<file path="config.mk">
export PLATFORM = sky130hd
export DESIGN_NAME = spi_responder
export DESIGN_NICKNAME = d
export VERILOG_FILES = /design/src/rtl/spi_responder.sv
export SDC_FILE = /design/constraint.sdc
export NUM_CORES = 1
export LEC_CHECK = 0
export CAP_MARGIN = 0
export CORE_ASPECT_RATIO = 1.25
export CORE_MARGIN = 5
export CORE_UTILIZATION = 50
export DETAILED_ROUTE_END_ITERATION = 7
export DONT_BUFFER_PORTS = 1
export PLACE_DENSITY_LB_ADDON = 0.25
export SYNTH_ARGS = -nofsm -noshare
export SYNTH_HDL_FRONTEND = slang
export SYNTH_SLANG_ARGS = --single-unit
export TNS_END_PERCENT = 100
</file>
<file path="constraint.sdc">
create_clock -name clk_in -period 12.2 [get_ports clk_in]
set_input_delay 0.61 -clock clk_in [delete_from_list [all_inputs] [get_ports clk_in]]
set_output_delay 0.61 -clock clk_in [all_outputs]
set_load 0.02 [all_outputs]
</file>
<file path="src/rtl/spi_responder.sv">
`default_nettype none
// +--------------------------------------------------------------------------+
// | spi_responder : SPI mode-0 target with oversampled pins and fixed frames  |
// | Rev 1.0                                                                   |
// +--------------------------------------------------------------------------+
module spi_responder #(
  parameter int SIZE        = 40,
  parameter int SYNC_STAGES = 2
) (
  input  logic            clk_in,
  input  logic            reset_in,
  input  logic            sck_in,
  input  logic            cs_n_in,
  input  logic            mosi_in,
  output logic            miso_out,
  output logic            r_miso_oe_out,
  input  logic [SIZE-1:0] data_in,
  output logic [SIZE-1:0] r_data_out,
  output logic            r_valid_out,
  output logic            r_error_out,
  output logic            r_busy_out
);

  localparam int            CW     = $clog2(SIZE + 2);
  localparam logic [CW-1:0] C_SIZE = CW'(SIZE);
  localparam logic [CW-1:0] C_SAT  = CW'(SIZE + 1);

  typedef enum logic [0:0] {IDLE = 1'b0, ACTIVE = 1'b1} state_t;

  logic [SYNC_STAGES-1:0] sck_sync_q, cs_sync_q, mosi_sync_q;
  logic                   sck_prev_q, cs_prev_q;

  state_t            state_q, state_d;
  logic [CW-1:0]     cnt_q, cnt_d;
  logic [SIZE-1:0]   tx_q, tx_d, rx_q, rx_d, data_q, data_d;
  logic              valid_q, valid_d, error_q, error_d;
  logic              busy_q, busy_d, oe_q, oe_d;

  logic sck_s, cs_s, mosi_s;
  logic sck_rise, sck_fall, cs_rise, cs_fall;

  // Synchronizers reset to the idle line levels so release never looks like an edge on sck.
  always_ff @(posedge clk_in or posedge reset_in) begin
    if (reset_in) begin
      sck_sync_q  <= '0;
      cs_sync_q   <= '1;
      mosi_sync_q <= '0;
      sck_prev_q  <= 1'b0;
      cs_prev_q   <= 1'b1;
    end else begin
      sck_sync_q  <= (sck_sync_q << 1) | SYNC_STAGES'(sck_in);
      cs_sync_q   <= (cs_sync_q << 1) | SYNC_STAGES'(cs_n_in);
      mosi_sync_q <= (mosi_sync_q << 1) | SYNC_STAGES'(mosi_in);
      sck_prev_q  <= sck_sync_q[SYNC_STAGES-1];
      cs_prev_q   <= cs_sync_q[SYNC_STAGES-1];
    end
  end

  assign sck_s    = sck_sync_q[SYNC_STAGES-1];
  assign cs_s     = cs_sync_q[SYNC_STAGES-1];
  assign mosi_s   = mosi_sync_q[SYNC_STAGES-1];
  assign sck_rise = sck_s & ~sck_prev_q;
  assign sck_fall = ~sck_s & sck_prev_q;
  assign cs_rise  = cs_s & ~cs_prev_q;
  assign cs_fall  = ~cs_s & cs_prev_q;

  always_ff @(posedge clk_in or posedge reset_in) begin
    if (reset_in) begin
      state_q <= IDLE;
      cnt_q   <= '0;
      tx_q    <= '0;
      rx_q    <= '0;
      data_q  <= '0;
      valid_q <= 1'b0;
      error_q <= 1'b0;
      busy_q  <= 1'b0;
      oe_q    <= 1'b0;
    end else begin
      state_q <= state_d;
      cnt_q   <= cnt_d;
      tx_q    <= tx_d;
      rx_q    <= rx_d;
      data_q  <= data_d;
      valid_q <= valid_d;
      error_q <= error_d;
      busy_q  <= busy_d;
      oe_q    <= oe_d;
    end
  end

  always_comb begin
    state_d = state_q;
    cnt_d   = cnt_q;
    tx_d    = tx_q;
    rx_d    = rx_q;
    data_d  = data_q;
    valid_d = 1'b0;
    error_d = 1'b0;
    busy_d  = busy_q;
    oe_d    = oe_q;
    case (state_q)
      IDLE: begin
        if (cs_fall) begin
          state_d = ACTIVE;
          tx_d    = data_in;
          rx_d    = '0;
          cnt_d   = '0;
          busy_d  = 1'b1;
          oe_d    = 1'b1;
        end
      end
      ACTIVE: begin
        // Deselect wins over any sck edge seen in the same cycle.
        if (cs_rise) begin
          state_d = IDLE;
          busy_d  = 1'b0;
          oe_d    = 1'b0;
          if (cnt_q == C_SIZE) begin
            data_d  = rx_q;
            valid_d = 1'b1;
          end else begin
            error_d = 1'b1;
          end
        end else begin
          if (sck_rise) begin
            rx_d = {rx_q[SIZE-2:0], mosi_s};
            if (cnt_q != C_SAT) cnt_d = cnt_q + 1'b1;
          end
          if (sck_fall) tx_d = {tx_q[SIZE-2:0], 1'b0};
        end
      end
      default: state_d = IDLE;
    endcase
  end

  assign miso_out      = oe_q & tx_q[SIZE-1];
  assign r_miso_oe_out = oe_q;
  assign r_data_out    = data_q;
  assign r_valid_out   = valid_q;
  assign r_error_out   = error_q;
  assign r_busy_out    = busy_q;

endmodule
`default_nettype wire

</file>
==> out/metrics.cfg, run 1 <==
[outcome]
status = complete, no violations

[clock_network]
clkLatencyLatePin_ns = 0.40
cts_tree = yes
path_clk_slew_ns = 0.05
cts_sinks = 138
cts_root_buffer = clkbuf_16
cts_resized = 0
clk_path_buf_depth = 2
cts_htree_levels = 4
post-cts-setup-buffers = 0
hold_buffers = 0
cts_buffers = 17

[worst_setup_path]
endpoint = rx_q[36]$_DFFE_PP0P_
r2r-start = state_q$_DFF_PP0_
crit_arrival_ns = 3.08
r2r-end = rx_q[36]$_DFFE_PP0P_
r2r_slack_ns = 9.34
endpoint_kind = flop
cp_max_fo = 85
crit_type = flop to flop
cp-startpoint = state_q$_DFF_PP0_
ff2ff_path_depth = 4
critPathLaunchType = flop
worstPathRequired_ns = 12.43

[synth]
ys_seq_area_share_pct = 60.5
ys_ff_latch = 138
postSynth.asyncResetShare_pct = 100
avgSynthCellArea_um2 = 11.5
ys_types = 39
synth_edf_count = 0
synth.area.top_cells = dfrtp_1, nand2_1, mux2i_1
syn_area_mm2 = 0.00571
syn_inst = 496
synth_warnings = 0
syn_nets = 544
yosysTopAreaCell = dfrtp_1
synth_top_cell_area_share_pct = 59.1
synthFlopType = dfrtp_1

[timing]
drv_slew = 0
setup_violations = 0
max_slew_margin_pct = 20.7
worst_pin_slew_ns = 1.19
rsz0062_at_grt = false
fin_skew_ns = 0.00779
period_needed_ns = 2.86
hold_viol = 0
totalNegativeSetupSlack_ns = 0
worst_slack_ns = 9.34
final.period_utilization_pct = 23.4
max_freq_ghz = 0.350

[routing]
drt_wl_total_mm = 9.91
drt_iter0_drc = 152
via_count = 3347
wl_per_cell_um = 15.6
route.antenna.remaining_nets = 0
vias_per_cell = 5.28
drc_errors = 0
dr.pass1.iters = 4

[worst_hold_path]
hp-class = input pin to async pin

[cells_and_area]
postLayoutCoreUtil_pct = 57.2
antenna_cells = 0
drive_above_1_share_pct = 17.0
fin_nets = 534
syn2layout_area_growth_pct = 11.4
finalInstanceArea_mm2 = 0.00636

[die]
ios = 90
design.die.area_mm2 = 0.0137
start_util_pct = 51.3
coreArea_mm2 = 0.0111
die_height_um = 130
num_rows = 43
die_w_um = 106

[grt]
grt_pass1_wl_mm = 16.9
grt-ovfl-total = 0
grt_use_total_pct = 15.5
antenna_found_initial = 0
grt_max_degree = 86
grt_pass1_vias = 3520

[run]
max_cap_viol_count = 0

[power]
ir_drop_mv = 0.107
total_power_w = 0.00115
p_leak_nw = 2.99
pwr_density_cell_mw_per_mm2 = 181

[placed_design]
pre_cts_ws_ns = 9.30
placed_area_mm2 = 0.00577
hpwl_mm = 6.50
io_buffers = 0
globalplace.congestion = 0.753

## cell usage after synthesis, types with 3 or more instances
| library cell | count |
|---|---|
| dfrtp_1 | 135 |
| mux2_2 | 28 |
| buf_6 | 4 |
| nand2_1 | 124 |
| dfstp_2 | 3 |
| o21ai_0 | 80 |
| mux2i_1 | 40 |
| buf_1 | 4 |
| inv_1 | 7 |
| nor2_1 | 5 |
| ha_1 | 3 |
| clkbuf_1 | 20 |
| mux2_4 | 13 |
## how the worst min path moves through the flow
| stage | startpoint | slack [ns] | to | cells after the start |
|---|---|---|---|---|
| after floorplan | mosi_sync_q[0]$_DFF_PP0_ | 0.33 | mosi_sync_q[1]$_DFF_PP0_ | 0 |
| after global placement | sck_sync_q[0]$_DFF_PP0_ | 0.34 | sck_sync_q[1]$_DFF_PP0_ | 0 |
| after detailed placement | sck_sync_q[0]$_DFF_PP0_ | 0.35 | sck_sync_q[1]$_DFF_PP0_ | 0 |
| after CTS | reset_in | 0.15 | r_data_out[7]$_DFFE_PP0P_ | 1 |
| after global routing | cs_n_in | 0.17 | cs_sync_q[0]$_DFF_PP1_ | 0 |
| final | reset_in | 0.14 | r_data_out[7]$_DFFE_PP0P_ | 1 |
## registers in the layout, summed over array words and instances (netlist names)
name and flops:
sck_sync_q 2, cnt_q 6, cs_sync_q 2, r_valid_out 1
sck_prev_q 1, state_q 1, mosi_sync_q 2, tx_q 40
cs_prev_q 1, rx_q 40, r_error_out 1, r_data_out 40
r_miso_oe_out 1
## stage by stage
stage / cells / hold WS [ns]
final: 634 / 0.144
after global routing: 634 / 0.174
after CTS: 634 / 0.150
after detailed placement: 602 / 0.346
after global placement: 602 / 0.335
after floorplan: 496 / 0.331
## critical path, cell delays in order (launching register included)
cell and delay [ns]:
dfrtp_4 1.16, inv_1 0.38, o31a_2 0.82, nand2_1 0.18, o21ai_0 0.10
## per-layer routing
| layer | global-route usage, % | vias up | share of wire, % |
|---|---|---|---|
| met1 | 18.4 | 1603 | 43 |
| met3 | 6.53 | 10 | 5.6 |
| met4 | 5.26 | 0 | 1.3 |
| met5 | 0 | - | 0 |
| met2 | 25.8 | 72 | 50 |
| li1 | - | 1662 | - |
## layout make-up
class	instances	area, um^2
Fill cell	941	4770
Multi-Input combinational cell	320	2100
Inverter	7	31.3
Clock inverter	8	120
Sequential cell	138	3460
Tap cell	135	169
Clock buffer	24	472
Timing Repair Buffer	2	15.0
## report_power, final
group	switching, W	internal [W]
sequential	0.0000451	0.000506
combinational	0.0000518	0.0000394
clock	0.000176	0.000331
## logic make-up after synthesis
logic type,count (synthesis),synth area share [%]
AOI/OAI and AO/OA,90,8.74
xor gates and xnor gates,1,0.153
muxes,81,15.9
and+or+nand+nor,145,10.9
adders and majority gates,3,0.657
DFF,138,60.5
buffers and inverters,38,3.13
## placed cells by master (no fill, tap or decap), types with 5 or more instances in the layout
master / n
o21ai_0: 80
nand2_1: 124
clkbuf_16: 17
inv_1: 6
mux2_4: 13
mux2i_1: 40
nor2_1: 5
clkbuf_1: 5
mux2_2: 28
dfrtp_1: 134
Power figures use the tool's default switching activity.
==> inputs of run 2 (changes only) <==
Clock period 12.2 ns to 2.85 ns, I/O delays scaled along.
==> run 2 against run 1 <==
Design area up 8.8%. Clock skew up 0.0017 ns. Global-route usage rose by 0.36 points. Sequential power grew to 4.2 times the previous value. Maximum frequency grew 22%. Worst hold slack better by 0.15 ns. Final cell count is 7.7% higher. Sequential share of layout area is 4.4 points lower. Setup slack lost 8.8 ns. Combinational power rose to 5.5 times the previous value. Critical endpoint is now r_data_out[3]$_DFFE_PP0P_. Highest routed layer unchanged.
==> out/metrics.cfg, run 2 (synthesis gave the netlist of run 1 again) <==
[outcome]
status = complete, no violations

[placed_design]
hpwl_mm = 6.50  ; about the same
pre_cts_ws_ns = 0.499  ; -8.80 ns
placed_area_mm2 = 0.00585  ; +1.3%
io_buffers = 0  ; unchanged
globalplace.congestion = 0.737  ; -2.1%

[clock_network]
cts_sinks = 138  ; unchanged
cts_htree_levels = 4  ; unchanged
clkLatencyLatePin_ns = 0.40  ; about the same
clk_path_buf_depth = 2  ; unchanged
cts_root_buffer = clkbuf_16
hold_buffers = 44  ; +44
cts_tree = yes
cts_resized = 0  ; unchanged
post-cts-setup-buffers = 0  ; unchanged
path_clk_slew_ns = 0.06  ; about the same
cts_buffers = 17  ; unchanged

[power]
pwr_density_cell_mw_per_mm2 = 740  ; +310%
p_leak_nw = 3.24  ; +8.1%
ir_drop_mv = 0.439  ; +310%

[worst_hold_path]
hp-class = input pin to flop
hold_path_depth = 1
hp-start = mosi_in
min_to = mosi_sync_q[0]$_DFF_PP0_

[die]
coreArea_mm2 = 0.0111  ; unchanged
ios = 90  ; unchanged
die_height_um = 130  ; unchanged
num_rows = 43  ; unchanged
design.die.area_mm2 = 0.0137  ; unchanged
die_w_um = 106  ; unchanged
start_util_pct = 51.3  ; unchanged

[worst_setup_path]
ff2ff_path_depth = 3  ; -1
r2r_slack_ns = 0.52  ; -8.83 ns
crit_type = flop to flop
cp_max_fo = 41  ; -52%
worstPathRequired_ns = 3.13  ; -9.30 ns
r2r-end = r_data_out[3]$_DFFE_PP0P_
critPathLaunchType = flop
endpoint_kind = flop
r2r-start = cnt_q[3]$_DFFE_PP0P_
crit_arrival_ns = 2.61  ; -0.47 ns

[routing]
route.antenna.remaining_nets = 0  ; unchanged
vias_per_cell = 5.19  ; -1.6%
dr.pass1.iters = 6  ; +2
drc_errors = 0  ; unchanged
via_count = 3548  ; +6.0%
drt_wl_total_mm = 10.1  ; +1.6%
wl_per_cell_um = 14.7  ; -5.7%
drt_iter0_drc = 115  ; -24%

[timing]
rsz0062_at_grt = false
max_slew_margin_pct = 42.3  ; +22 points
totalNegativeSetupSlack_ns = 0  ; unchanged
period_needed_ns = 2.33  ; -0.524 ns
holdWs_ns = 0.296  ; +0.152 ns
worst_pin_slew_ns = 0.864  ; -0.325 ns
fin_skew_ns = 0.00951  ; +0.00172 ns
worst_slack_ns = 0.518  ; -8.83 ns
setup_violations = 0  ; unchanged
final.period_utilization_pct = 81.8  ; +58 points
drv_slew = 0  ; unchanged
hold_viol = 0  ; unchanged
max_freq_ghz = 0.429  ; +22%

[grt]
grt_use_total_pct = 15.9  ; +0.36 points
antenna_found_initial = 0  ; unchanged
grt-ovfl-total = 0  ; unchanged
grt_pass1_wl_mm = 17.5  ; +3.1%
grt_max_degree = 81  ; -5.8%
grt_pass1_vias = 3686  ; +4.7%

[cells_and_area]
mostFrequentLayoutCell = dfrtp_1
fin_nets = 583  ; +9.2%
antenna_cells = 0  ; unchanged
drive_above_1_share_pct = 17.2  ; +0.12 points
finalInstanceArea_mm2 = 0.00693  ; +8.8%
layout_common_cells = dfrtp_1, nand2_1, o21ai_0
num-fill-cells = 853  ; -9.4%
syn2layout_area_growth_pct = 21.2

[run]
max_cap_viol_count = 0  ; unchanged

run 2: worst max-delay path by stage:
stage | start | to | slack [ns] | cells after the start
floorplan | reset_in | cnt_q[0]$_DFFE_PP0P_ | 0.99 | 1
global placement | cnt_q[4]$_DFFE_PP0P_ | r_data_out[12]$_DFFE_PP0P_ | 0.58 | 3
detailed placement | cnt_q[3]$_DFFE_PP0P_ | r_data_out[32]$_DFFE_PP0P_ | 0.50 | 3
CTS | cnt_q[3]$_DFFE_PP0P_ | r_data_out[3]$_DFFE_PP0P_ | 0.49 | 3
global route | cnt_q[3]$_DFFE_PP0P_ | r_data_out[9]$_DFFE_PP0P_ | 0.37 | 3
finish | cnt_q[3]$_DFFE_PP0P_ | r_data_out[3]$_DFFE_PP0P_ | 0.52 | 3
run 2: critical path: stages (launching register included):
cell	delay [ns]
dfrtp_1	0.42
nor4bb_4	0.49
nand4_4	0.74
mux2_2	0.55
run 2: layer usage:
layer	wire length (um)	GRT usage [%]	up-vias
met1	4400	19.1	1704
met4	114	6.25	0
li1	-	-	1759
met3	511	4.78	10
met5	0	0	-
met2	5040	27.0	75
run 2: stage by stage:
stage               power (W)  utilization [%]  instances
finish                0.00513             62.2        683
global route          0.00538             62.2        683
CTS                   0.00518             62.2        683
detailed placement    0.00281             52.5        607
global placement      0.00278             52.5        607
floorplan             0.00269                -        496
run 2: where the power goes:
part / leakage (nW) / switching, W / total (W) / internal, W
Clock: 0.309 / 0.000774 / 0.00231 / 0.00153
Combinational: 1.09 / 0.000278 / 0.000497 / 0.000219
Sequential: 1.84 / 0.000155 / 0.00232 / 0.00217
Total: 3.24 / 0.00121 / 0.00513 / 0.00392
run 2: layout make-up:
class | count | area (um^2) | share of cell area, %
flip-flops and latches | 138 | 3460 | 50.0
inverters | 7 | 30.0 | 0.434
clock inverters | 11 | 168 | 2.42
clock buffers | 21 | 470 | 6.79
repair buffers | 51 | 531 | 7.66
well taps | 135 | 169 | 2.44
multi-input cells | 320 | 2100 | 30.3
